File: config.mk
export PLATFORM = sky130hd
export DESIGN_NAME = oled_spi_rx
export DESIGN_NICKNAME = d
export VERILOG_FILES = /design/src/rtl/oled_spi_rx.sv
export SDC_FILE = /design/constraint.sdc
export NUM_CORES = 1
export LEC_CHECK = 0
export BUFFER_PORTS_ARGS = -buffer_cell sky130_fd_sc_hd__buf_4
export CORE_ASPECT_RATIO = 1.1
export CORE_MARGIN = 2
export CORE_UTILIZATION = 57
export CTS_BUF_LIST = sky130_fd_sc_hd__clkbuf_4 sky130_fd_sc_hd__clkbuf_8 sky130_fd_sc_hd__clkbuf_16
export DETAILED_ROUTE_END_ITERATION = 8
export PLACE_DENSITY = 0.85
export RECOVER_POWER = 100
export SLEW_MARGIN = 20
export SYNTH_ARGS = -nofsm -noshare
export SYNTH_HDL_FRONTEND = slang
export SYNTH_SLANG_ARGS = --single-unit
File: constraint.sdc
create_clock -name Clock -period 4.2 [get_ports Clock]
set_clock_uncertainty 0.2 [all_clocks]
set_input_delay 0.84 -clock Clock [delete_from_list [all_inputs] [get_ports Clock]]
set_output_delay 0.84 -clock Clock [all_outputs]
set_load 0.02 [all_outputs]
File: src/rtl/oled_spi_rx.sv
// Display SPI receiver: rebuilds 8-bit {DnC,data} bytes, valid 2 clocks after 8th SCLK sample, valid/ready out.
// Full output stage drops new bytes and pulses Overrun; define OLED_RX_FIFO_EN for a FIFO_DEPTH-entry output FIFO.
module oled_spi_rx #(
  parameter int FIFO_DEPTH = 4
) (
  input  logic       Clock,
  input  logic       Reset,
  input  logic       SCLK,
  input  logic       nCS,
  input  logic       DnC,
  input  logic       SDIN,
  output logic [7:0] RxData,
  output logic       RxDnC,
  output logic       RxValid,
  input  logic       RxReady,
  output logic       FrameErr,
  output logic       Overrun,
  output logic       Busy
);

  typedef enum logic {IDLE, SHIFT} state_t;

  state_t     state_q, state_d;
  logic       sclk_q, sclk_qq, ncs_q, dnc_q, sdin_q;
  logic       armed_q, armed_d;
  logic [2:0] cnt_q, cnt_d;
  logic [6:0] sr_q, sr_d;
  logic       frame_err_q, frame_err_d;
  logic       overrun_q, overrun_d;
  logic       rise;
  logic       commit;
  logic [8:0] commit_word;

  // Pin samplers track the pins even in reset so armed_q sees the true nCS level on release.
  always_ff @(posedge Clock) begin
    sclk_q  <= SCLK;
    sclk_qq <= sclk_q;
    ncs_q   <= nCS;
    dnc_q   <= DnC;
    sdin_q  <= SDIN;
  end

  assign rise        = sclk_q & ~sclk_qq;
  assign commit_word = {dnc_q, sr_q, sdin_q};

  always_ff @(posedge Clock) begin
    if (Reset) begin
      state_q     <= IDLE;
      cnt_q       <= '0;
      sr_q        <= '0;
      armed_q     <= 1'b0;
      frame_err_q <= 1'b0;
      overrun_q   <= 1'b0;
    end else begin
      state_q     <= state_d;
      cnt_q       <= cnt_d;
      sr_q        <= sr_d;
      armed_q     <= armed_d;
      frame_err_q <= frame_err_d;
      overrun_q   <= overrun_d;
    end
  end

  always_comb begin
    state_d     = state_q;
    cnt_d       = cnt_q;
    sr_d        = sr_q;
    frame_err_d = 1'b0;
    commit      = 1'b0;
    // A frame already under way at reset release is skipped until nCS has been seen high.
    armed_d     = armed_q | ncs_q;
    case (state_q)
      IDLE: begin
        if (!ncs_q && armed_q) begin
          state_d = SHIFT;
          cnt_d   = '0;
        end
      end
      SHIFT: begin
        if (ncs_q) begin
          state_d     = IDLE;
          frame_err_d = (cnt_q != 3'd0);
          cnt_d       = '0;
        end else if (rise) begin
          sr_d   = {sr_q[5:0], sdin_q};
          cnt_d  = cnt_q + 3'd1;
          commit = (cnt_q == 3'd7);
        end
      end
      default: state_d = IDLE;
    endcase
  end

  assign FrameErr = frame_err_q;
  assign Overrun  = overrun_q;
  assign Busy     = (state_q == SHIFT);

`ifdef OLED_RX_FIFO_EN
  localparam int AW = $clog2(FIFO_DEPTH);

  logic [8:0]  mem_q [FIFO_DEPTH];
  logic [AW:0] wr_q, rd_q;
  logic        empty, full, push, pop;

  assign empty     = (wr_q == rd_q);
  assign full      = (wr_q[AW] != rd_q[AW]) && (wr_q[AW-1:0] == rd_q[AW-1:0]);
  assign pop       = ~empty & RxReady;
  assign push      = commit & (~full | pop);
  assign overrun_d = commit & full & ~pop;

  always_ff @(posedge Clock) begin
    if (Reset) begin
      wr_q <= '0;
      rd_q <= '0;
      for (int i = 0; i < FIFO_DEPTH; i++) mem_q[i] <= '0;
    end else begin
      if (push) begin
        mem_q[wr_q[AW-1:0]] <= commit_word;
        wr_q                <= wr_q + 1'b1;
      end
      if (pop) rd_q <= rd_q + 1'b1;
    end
  end

  assign {RxDnC, RxData} = mem_q[rd_q[AW-1:0]];
  assign RxValid         = ~empty;
`else
  logic [8:0] hold_q;
  logic       vld_q;

  assign overrun_d = commit & vld_q & ~RxReady;

  always_ff @(posedge Clock) begin
    if (Reset) begin
      hold_q <= '0;
      vld_q  <= 1'b0;
    end else if (commit && (!vld_q || RxReady)) begin
      hold_q <= commit_word;
      vld_q  <= 1'b1;
    end else if (vld_q && RxReady) begin
      vld_q <= 1'b0;
    end
  end

  assign {RxDnC, RxData} = hold_q;
  assign RxValid         = vld_q;
`endif

endmodule

==> impl_results.md <==
* Outcome: complete, no violations
* Synth warn at 0
* Most frequent cells in the layout: 29 x dfxtp_1, 22 x nand2b_1, 18 x mux2i_1
* Diodes inserted at 0
* Cells along the critical path: clkbuf_1
* Sequential power share at 59.8%
* Area delta synth->final at 12.5%
* FP Rows at 17
* Vias in the first global route at roughly 650
* Mux cell area share after synthesis at 16.7%
* Register area share after synthesis at 50.5%
* Remaining antenna violation count at 0
* Synth Area in XOR/XNOR at 0%
* Power share of the clock group at 36.2%
* Synth Area in Simple Gates at 23.7%
* Routed vias/inst at 4.70
* Clock Latency Late Sink at 0.32 ns
* Post-synthesis register bit count at 29
* Vias at roughly 740
* Post-cts sizing count at 0
* Worst slew pin tran at ~1.1 ns
* Grt total ovfl at 0
* Combinational power share at 4.0%
* 1st-pass router iterations at 4
* Initial antenna violation count at 0
* Clock transition at path regs at 0.07 ns
* Final Setup Violations at 0
* CP Class: register to output pin
* CTS buffer count at 5
* Syn avg cell area at 10.6 sq um
* Mapped Cells at around 110
* Final setup TNS at 0 ns
* Arr. time, crit path at around 1 ns
* Hold Crit Class: register to register
* Die Area at 2390 sq um
* Hold buffers post-CTS at 0
* First-pass GRT wire length at 2660 um
* CP endpoint kind: output pin
* WP data required at 3.16 ns
* Initial Util at roughly three fifths
* RSZ-0062 raised after global routing: no
* Switching part of the total at 20.4%
* Worst Path Buf+Inv at 1
* Delay-heaviest family, CP: flip-flops
* Compound-Gate Fraction of Synth Area at 1.53%
* Endpoints failing hold at 0
* Pwr Total at 471 uW
* Netlist cell types at 19
* Core area at 1960 sq um
* Die Y at 51.1 um
* # IOs at 20
* Mapped cell area at between 1000 and 1500 sq um
* Largest net degree at the start of global routing at 37
* Fmax at between 400 and 500 MHz
* Static leakage at 0.000471 uW
* Power per standard cell area at ~360 nW/um^2
* Leading cell type in the layout, fill and taps excluded: dfxtp_1
* Final WL at 1680 um
* H-tree depth at 2
* Clk root buf: clkbuf_4
* Worst rel slew slack at a little over a quarter
* Routed WL per cell at 10.7 um
* CP peak stage delay at 0.43 ns
* CTS tree: built
* Die width at 46.8 um
* Fraction of layout cells with a size suffix above 1 at 11.6%
* Post-Syn Nets at 118
* CTS max path bufs at 2
* Crit-path slowest cell: dfxtp_1
* IO Port Bufs at 19
* Filler cells at 188
* Pint at between 300 and 400 uW
* Fin crit share at 48.9%
* Minimum clock period at 2.05 ns
* Gpl congestion at 0.675
* Largest family of logic cells by synthesized area: simple AND/OR/NAND/NOR gates
* Max rail drop VDD at roughly 280 uV
* Clk sinks at 29
* Max cap viols at 0
* Max Slew Vio Count at 0
* Post-CTS setup buffer count at 0
* All-Layer GR Usage at 16.4%
* Worst-path maximum fanout at 7
* Crit start category: register
* Drt drc at 0
* First DRT Iteration DRCs at 4
* P_sw at 95.8 uW
* Layout Nets at 138
* Synth Area in Adders at about 3.3%
## area by class of cell
class | count | area (sq um) | area share, %
Multi-Input combinational cell | 71 | 519 | 40.2
Sequential cell | 29 | 581 | 44.9
Clock buffer | 8 | 60.1 | 4.65
Timing Repair Buffer | 19 | 90.1 | 6.97
Tap cell | 28 | 35.0 | 2.71
Inverter | 2 | 7.51 | 0.581
## stage by stage
step                hold WS, ns  utilization [%]  setup slack, ns  instance area (sq um)  cells
finish                    0.163             66.0             2.15                   1290    157
global route              0.170             66.0             2.00                   1290    157
CTS                       0.164             68.7             2.20                   1350    157
detailed placement        0.154             65.7             2.34                   1280    149
global placement          0.150             65.7             2.37                   1280    149
floorplan                 0.136                -             2.27                   1150    108
## logic make-up after synthesis
logic type      count (synthesis)
buf+inv                         8
mux                            19
fa+ha+maj                       3
compound gates                  2
simple gates                   47
flops                          29
## power groups by stage
stage | sequential, uW | combinational, uW | clock (uW)
3_5_place_dp | 288 | 19.5 | 0
6_report | 281 | 18.6 | 171
3_3_place_gp | 288 | 19.3 | 0
2_1_floorplan | 288 | 13.4 | 0
4_1_cts | 281 | 19.6 | 179
5_1_grt | 282 | 20.5 | 188
## final timing paths
check | from | endpoint | slack, ns | depth (start not counted)
max reg2reg | Busy | hold_q[4] | 2.39 | 3
max | Busy | Busy | 2.15 | 1
min reg2reg | sclk_q | sclk_qq | 0.16 | 0
min | sclk_q | sclk_qq | 0.16 | 0
## sequential cells by signal, indices dropped and copies added (netlist names)
| name | flops |
|---|---|
| FrameErr | 1 |
| cnt_q | 3 |
| RxValid | 1 |
| hold_q | 9 |
| dnc_q | 1 |
| sclk_qq | 1 |
| sr_q | 7 |
| armed_q | 1 |
| Busy | 1 |
| Overrun | 1 |
| ncs_q | 1 |
| sdin_q | 1 |
| sclk_q | 1 |
## Yosys cell counts
| cell | number | area (sq um) |
|---|---|---|
| a21oi_1 | 1 | 5.00 |
| and2b_1 | 2 | 15.0 |
| and3_4 | 1 | 11.3 |
| and4bb_1 | 1 | 12.5 |
| buf_6 | 1 | 11.3 |
| buf_8 | 1 | 15.0 |
| clkbuf_1 | 4 | 15.0 |
| dfxtp_1 | 29 | 581 |
| ha_1 | 3 | 37.5 |
| inv_1 | 2 | 7.51 |
| mux2_1 | 1 | 11.3 |
| mux2i_1 | 18 | 180 |
| nand2_1 | 2 | 7.51 |
| nand2b_1 | 22 | 138 |
| nand3b_1 | 2 | 15.0 |
| nor2_1 | 11 | 41.3 |
| nor2b_1 | 2 | 12.5 |
| nor3_1 | 4 | 20.0 |
| o22ai_2 | 1 | 12.5 |
## metal layers
metal  share of wire [%]  routed length (um)  track usage, %  up-vias
li1                    -                   -               -      394
met1                  48                 803            19.9      321
met2                  43                 721            21.9       17
met3                 6.7                 113            9.54        6
met4                 2.6                  43            9.72        0
met5                   0                   0               0        -
(Power assumes the default switching activity.)
